**src/rtl/gba_mem_pkg.sv**
```systemverilog
// Shared memory-bus types: access size codes, bus owner and arbiter states.
package gba_mem_pkg;

  localparam logic [1:0] MEM_SIZE_BYTE = 2'd0;
  localparam logic [1:0] MEM_SIZE_HALF = 2'd1;
  localparam logic [1:0] MEM_SIZE_WORD = 2'd2;

  typedef enum logic {
    OWN_CPU,
    OWN_DMA
  } owner_t;

  typedef enum logic [1:0] {
    CPU_OWN,
    DMA_OWN,
    CPU_SLOT
  } arb_state_t;

endpackage

```
**src/rtl/mem_bus_arbiter.sv**
```systemverilog
// CPU/DMA arbiter for the single memory port of mem_top.
//
// state    | meaning
// ---------+-------------------------------------------------------------
// CPU_OWN  | CPU drives the bus, DMA stalled
// DMA_OWN  | DMA drives the bus, CPU stalled, burst counter running
// CPU_SLOT | forced CPU access after a full DMA burst, then hand back
//
// Ownership only moves when the current owner is neither writing nor
// waiting on the post-write pause, so a write and its pause stay with
// one owner. Read data follows the previous cycle's owner to match the
// one-cycle read latency of the memory.
module mem_bus_arbiter
  import gba_mem_pkg::*;
#(
  parameter int unsigned DMA_MAX_BURST = 16,
  parameter int unsigned CNT_W         = 8
) (
  input  logic        clock,
  input  logic        reset,
  input  logic [31:0] cpu_addr,
  input  logic [31:0] cpu_wdata,
  input  logic [1:0]  cpu_size,
  input  logic        cpu_write,
  output logic [31:0] cpu_rdata,
  output logic        cpu_pause,
  input  logic        dma_req,
  input  logic [31:0] dma_addr,
  input  logic [31:0] dma_wdata,
  input  logic [1:0]  dma_size,
  input  logic        dma_write,
  output logic        dma_grant,
  output logic [31:0] dma_rdata,
  output logic        dma_pause,
  output logic [31:0] mem_addr,
  output logic [31:0] mem_wdata,
  output logic [1:0]  mem_size,
  output logic        mem_write,
  input  logic [31:0] mem_rdata,
  input  logic        mem_pause
);

  localparam bit               BURST_EN   = (DMA_MAX_BURST != 0);
  localparam logic [CNT_W-1:0] BURST_LAST = CNT_W'(DMA_MAX_BURST - 1);

  arb_state_t       state, state_nxt;
  logic [CNT_W-1:0] burst_cnt, burst_cnt_nxt;
  owner_t           owner, owner_d1;
  logic             switch_ok;

  // State, burst counter and delayed owner for read-data routing.
  always_ff @(posedge clock or posedge reset) begin
    if (reset) begin
      state     <= CPU_OWN;
      burst_cnt <= '0;
      owner_d1  <= OWN_CPU;
    end else begin
      state     <= state_nxt;
      burst_cnt <= burst_cnt_nxt;
      owner_d1  <= owner;
    end
  end

  // Next-state and burst-count decision at transaction boundaries.
  always_comb begin
    state_nxt     = state;
    burst_cnt_nxt = burst_cnt;
    case (state)
      CPU_OWN: begin
        if (dma_req && switch_ok) begin
          state_nxt     = DMA_OWN;
          burst_cnt_nxt = '0;
        end
      end
      DMA_OWN: begin
        if (switch_ok && !dma_req) begin
          state_nxt     = CPU_OWN;
          burst_cnt_nxt = '0;
        end else if (BURST_EN && switch_ok && (burst_cnt == BURST_LAST)) begin
          state_nxt = CPU_SLOT;
        end else if (BURST_EN && (burst_cnt != BURST_LAST)) begin
          burst_cnt_nxt = burst_cnt + CNT_W'(1);
        end
      end
      CPU_SLOT: begin
        // The slot cycle itself is the first evaluation, so the CPU always
        // gets at least one cycle; a slot write holds the slot until done.
        if (switch_ok) begin
          state_nxt     = dma_req ? DMA_OWN : CPU_OWN;
          burst_cnt_nxt = '0;
        end
      end
      default: begin
        state_nxt     = CPU_OWN;
        burst_cnt_nxt = '0;
      end
    endcase
  end

  // Bus mux, pause and read-data routing, all derived from the state.
  always_comb begin
    owner     = (state == DMA_OWN) ? OWN_DMA : OWN_CPU;
    dma_grant = (state == DMA_OWN);
    if (owner == OWN_DMA) begin
      mem_addr  = dma_addr;
      mem_wdata = dma_wdata;
      mem_size  = dma_size;
      mem_write = dma_write;
      dma_pause = mem_pause;
      cpu_pause = 1'b1;
    end else begin
      mem_addr  = cpu_addr;
      mem_wdata = cpu_wdata;
      mem_size  = cpu_size;
      mem_write = cpu_write;
      cpu_pause = mem_pause;
      dma_pause = 1'b1;
    end
    switch_ok = !mem_write && !mem_pause;
    cpu_rdata = (owner_d1 == OWN_CPU) ? mem_rdata : '0;
    dma_rdata = (owner_d1 == OWN_DMA) ? mem_rdata : '0;
  end

endmodule

```
**config.mk**
```make
export PLATFORM = sky130hd
export DESIGN_NAME = mem_bus_arbiter
export DESIGN_NICKNAME = d
export VERILOG_FILES = /design/src/rtl/gba_mem_pkg.sv /design/src/rtl/mem_bus_arbiter.sv
export SDC_FILE = /design/constraint.sdc
export NUM_CORES = 1
export LEC_CHECK = 0
export BUFFER_PORTS_ARGS = -buffer_cell sky130_fd_sc_hd__buf_4
export CAP_MARGIN = 0
export CORE_AREA = 2 2 117 119
export DETAILED_ROUTE_END_ITERATION = 7
export DIE_AREA = 0 0 119 121
export GPL_TIMING_DRIVEN = 0
export MAX_ROUTING_LAYER = met4
export PLACE_DENSITY = 0.54
export SYNTH_ARGS = -nofsm -noshare
export SYNTH_HDL_FRONTEND = slang
export SYNTH_SLANG_ARGS = --single-unit
export TNS_END_PERCENT = 30
```
**constraint.sdc**
```tcl
create_clock -name clock -period 1.7 [get_ports clock]
set_clock_uncertainty 0.15 [all_clocks]
set_input_delay 0.17 -clock clock [delete_from_list [all_inputs] [get_ports clock]]
set_output_delay 0.17 -clock clock [all_outputs]
set_load 0.005 [all_outputs]
```
==> impl.org <==
** Layout
- Post-route insts no fill :: 844
- Area Overhead vs Synth :: 173%
- Layout Cell Area excl Fill :: 5080 um^2
- Of the cells placed in the final design, the portion with a size suffix greater than 1 is 0.612.
- Fin nets :: 840
- Count of fill cells added during filler insertion :: 1372
- Number of antenna repair diodes :: 0

** Die
- Total Die Area :: around 14000 um^2
- The die is 121 um tall.
- For this configuration, the core starts out at a cell density of 0.142.
- Die Span X :: 119 um
- During I/O placement, the number of pins put on the boundary was 304.
- Core Region :: 13100 um^2
- Row count :: 42

** Yosys
- Counting every net in the synthesized netlist gives 522.
- The share of synthesized area in the top cell type comes to 0.406.
- In this run, synthesis produced a sequential element count of 11.
- Of all cell types, the one taking the most synthesized area is sky130_fd_sc_hd__nand2_1.
- Counting flops with a built-in enable in the synthesized netlist gives 0.
- Largest cells by area after synthesis :: sky130_fd_sc_hd__nand2_1 41%, sky130_fd_sc_hd__dfrtp_1 15%, sky130_fd_sc_hd__and2_1 11%
- Cell area after technology mapping :: around 1900 um^2
- In the synthesized netlist, the cells that appear most often are 201 x sky130_fd_sc_hd__nand2_1, 33 x sky130_fd_sc_hd__and2_1, 32 x sky130_fd_sc_hd__nor2b_1, 17 x sky130_fd_sc_hd__clkbuf_1, 11 x sky130_fd_sc_hd__dfrtp_1.
- Post-synth top flop :: sky130_fd_sc_hd__dfrtp_1
- The most common cell in the synthesized netlist is sky130_fd_sc_hd__nand2_1.
- Of all flip-flops after synthesis, the portion carrying an async set or reset was 1.00.
- Average instance area after synthesis :: 5.30 um^2
- Synthesis instantiated 33 different standard cells from the library.
- Synthesis Warnings :: 0
- Share of synthesized area occupied by flip-flops and latches :: 0.148
- Number of instances in the synthesized netlist :: 351

** Global routing
- GR Overflow Total :: 0
- Maximum number of pins on one net before global-route repair :: 12
- For this run, the total global-route usage over all layers was measured as 0.158.
- The via count of the first global-routing pass came to 3329.
- First-pass GRT wire length :: 17600 um
- Initial antenna violation count :: 0

** STA
- For the finished layout, the period the worst path requires is 1.82 ns.
- Dividing the final minimum period by the clock period gives 1.07.
- Setup violations remaining at the end of the flow were counted as 68.
- Unrepaired setup endpoints after global routing :: true
- Static timing analysis puts the maximum clock frequency at 0.549 GHz.
- Pin slew with the least headroom to its limit :: 0.530 ns
- Min setup slack post-route :: -0.122 ns
- The number of pins with negative max-slew slack in the final report was 0.
- Final hold vios :: 0
- Slew Limit Headroom :: 0.645

** Routing
- Initial detailed-routing violation count :: 150
- Summing over every cut layer, the via total after detailed routing is 3423.
- In the routed layout, each cell is associated on average with a via count of 4.06.
- Post-route antenna net violation count :: 0
- DRC Markers :: 0
- For this run, the detailed router's first-pass iteration total came to 4.
- After detailed routing, the average wire length per cell comes to 14.5 um.
- Routed wire length :: 12300 um

** Placement
- Global placer's final weighted congestion :: 0.891
- Post-detailed-placement cell area :: 4350 um^2
- Total half-perimeter wirelength after legalization and detailed placement :: 10300 um
- Number of buffers added on ports :: 303
- Count of placed standard cells including taps :: 830

** Setup path
- Data arrives at the worst endpoint at 1.50 ns.
- Of all nets on the critical path, the largest fanout is 8.
- The worst setup path is launched from a flop.
- CP required :: 1.38 ns
- Type of the worst setup path :: flop to primary output
- Kind of capture point of the worst setup path :: primary output

** Clocking
- Buffer cell driving the clock tree root :: sky130_fd_sc_hd__clkbuf_16
- Maximum root-to-sink buffer count :: 2
- Sinks on the clock net :: 11
- Clock-pin slew was measured on the worst setup and hold paths at 0.04 ns.
- Clock tree synthesis inserted a total of 3 buffers.
- In this run the number of H-tree levels came out at 1.
- Clock latency at the later pin of the worst-skew pair :: 0.24 ns
- TritonCTS built the clock tree.

** Power and ir drop
- For this design the static power due to leakage is 2.85 nW.
- Total power density per cell area :: 1280 nW/um^2
- Worst vdd rail ir drop :: 760 uV

** Worst hold path
- Type of the most critical hold path :: input pin to flop

** Outcome
- Violated checks :: setup timing
- Outcome :: finished with violations

** Flow run
- Maximum capacitance violations :: 0
## routing by layer
layer	part of all wire	up-vias	global-route usage
li1	-	1728	-
met3	0.052	9	0.0202
met4	0.013	0	0.0283
met5	0	-	-
met2	0.55	137	0.297
met1	0.39	1549	0.181
## power by group
part / switching, mW / total [mW] / internal [mW] / leakage [nW]
combinational: 2.57 / 5.67 / 3.10 / 2.66
clock: 0.116 / 0.431 / 0.315 / 0.0382
sequential: 0.102 / 0.435 / 0.333 / 0.146
## path summary, 6_finish.rpt
kind,from,cells after the start,slack [ns],end
max,state[1],7,-0.12,mem_wdata[15]
min reg2reg,burst_cnt[1],1,0.38,burst_cnt[1]
min,dma_req,2,0.09,state[0]
max reg2reg,burst_cnt[7],4,-0.08,burst_cnt[3]
min in group asynchronous,reset,3,0.35,burst_cnt[7]
max in group asynchronous,reset,3,0.73,owner_d1
## cell families after synthesis
family,count (synthesis),share of synthesized area
buffers and inverters,28,0.0592
AOI/OAI and AO/OA,24,0.0882
adders and majority gates,1,0.00673
and+or+nand+nor,287,0.698
DFF,11,0.148
## worst max-delay path, cell delays in order, from the launching register on
cell	delay (ns)
sky130_fd_sc_hd__dfrtp_1	0.39
sky130_fd_sc_hd__nand2b_4	0.15
sky130_fd_sc_hd__buf_12	0.14
sky130_fd_sc_hd__clkbuf_16	0.17
sky130_fd_sc_hd__buf_12	0.15
sky130_fd_sc_hd__nand2_2	0.06
sky130_fd_sc_hd__nand2_2	0.07
sky130_fd_sc_hd__buf_6	0.12
## cells in the final DEF, fill, tap and decap left out, types with 2 or more instances in the layout
| cell type | instances |
|---|---|
| sky130_fd_sc_hd__a32o_1 | 2 |
| sky130_fd_sc_hd__clkbuf_1 | 3 |
| sky130_fd_sc_hd__a31oi_1 | 2 |
| sky130_fd_sc_hd__clkbuf_2 | 5 |
| sky130_fd_sc_hd__o21ai_0 | 3 |
| sky130_fd_sc_hd__nor2_1 | 3 |
| sky130_fd_sc_hd__nand2_4 | 13 |
| sky130_fd_sc_hd__nor2b_1 | 32 |
| sky130_fd_sc_hd__clkbuf_4 | 2 |
| sky130_fd_sc_hd__nor3_1 | 3 |
| sky130_fd_sc_hd__a21oi_1 | 5 |
| sky130_fd_sc_hd__nand3_1 | 3 |
| sky130_fd_sc_hd__dfrtp_1 | 10 |
| sky130_fd_sc_hd__buf_4 | 284 |
| sky130_fd_sc_hd__buf_6 | 28 |
| sky130_fd_sc_hd__nand2b_1 | 2 |
| sky130_fd_sc_hd__buf_16 | 2 |
| sky130_fd_sc_hd__nand2_2 | 49 |
| sky130_fd_sc_hd__inv_1 | 5 |
| sky130_fd_sc_hd__nand2b_4 | 2 |
| sky130_fd_sc_hd__or3_4 | 2 |
| sky130_fd_sc_hd__clkbuf_8 | 2 |
| sky130_fd_sc_hd__buf_12 | 2 |
| sky130_fd_sc_hd__nand2_1 | 139 |
| sky130_fd_sc_hd__clkbuf_16 | 5 |
| sky130_fd_sc_hd__buf_8 | 4 |
| sky130_fd_sc_hd__a21o_1 | 2 |
| sky130_fd_sc_hd__and2_1 | 33 |
## area by class of cell
type,instances,area [um^2],share of cell area
clock buffer,4,78.8,0.0155
buffer,20,223,0.0438
inverter,6,35.0,0.00689
multi-input combinational,312,1730,0.341
tap,176,220,0.0433
timing repair buffer,315,2520,0.496
sequential,11,277,0.0544
## repair_timing
action / in CTS / in global routing
pin swaps: 18 / 28
setup endpoints to repair: 138 / 77
setup buffers: 8 / 0
endpoints found under the hold margin: 11 / 0
hold buffers: 1 / 0
cloned: 3 / 0
gates resized for setup: 96 / 76
## metrics by stage
step                      hold WS [ns]  utilization  worst slack, ns  power (mW)  setup TNS (ns)
after CTS                       0.0689        0.371           -0.104        6.22           -5.17
after detailed placement        0.0487        0.333           -0.470        4.85          -16.64
after global placement          0.0464        0.333           -0.464        4.82          -15.58
final                           0.0917        0.389           -0.122        6.53           -3.37
after floorplan                 -0.128            -          0.00435        2.25               0
after global routing            0.0983        0.389           -0.145        7.01           -7.33
## sequential cells by signal, indices dropped and copies added, names as in the netlist
register   cells
state          2
burst_cnt      8
owner_d1       1
(Power assumes the default switching activity.)
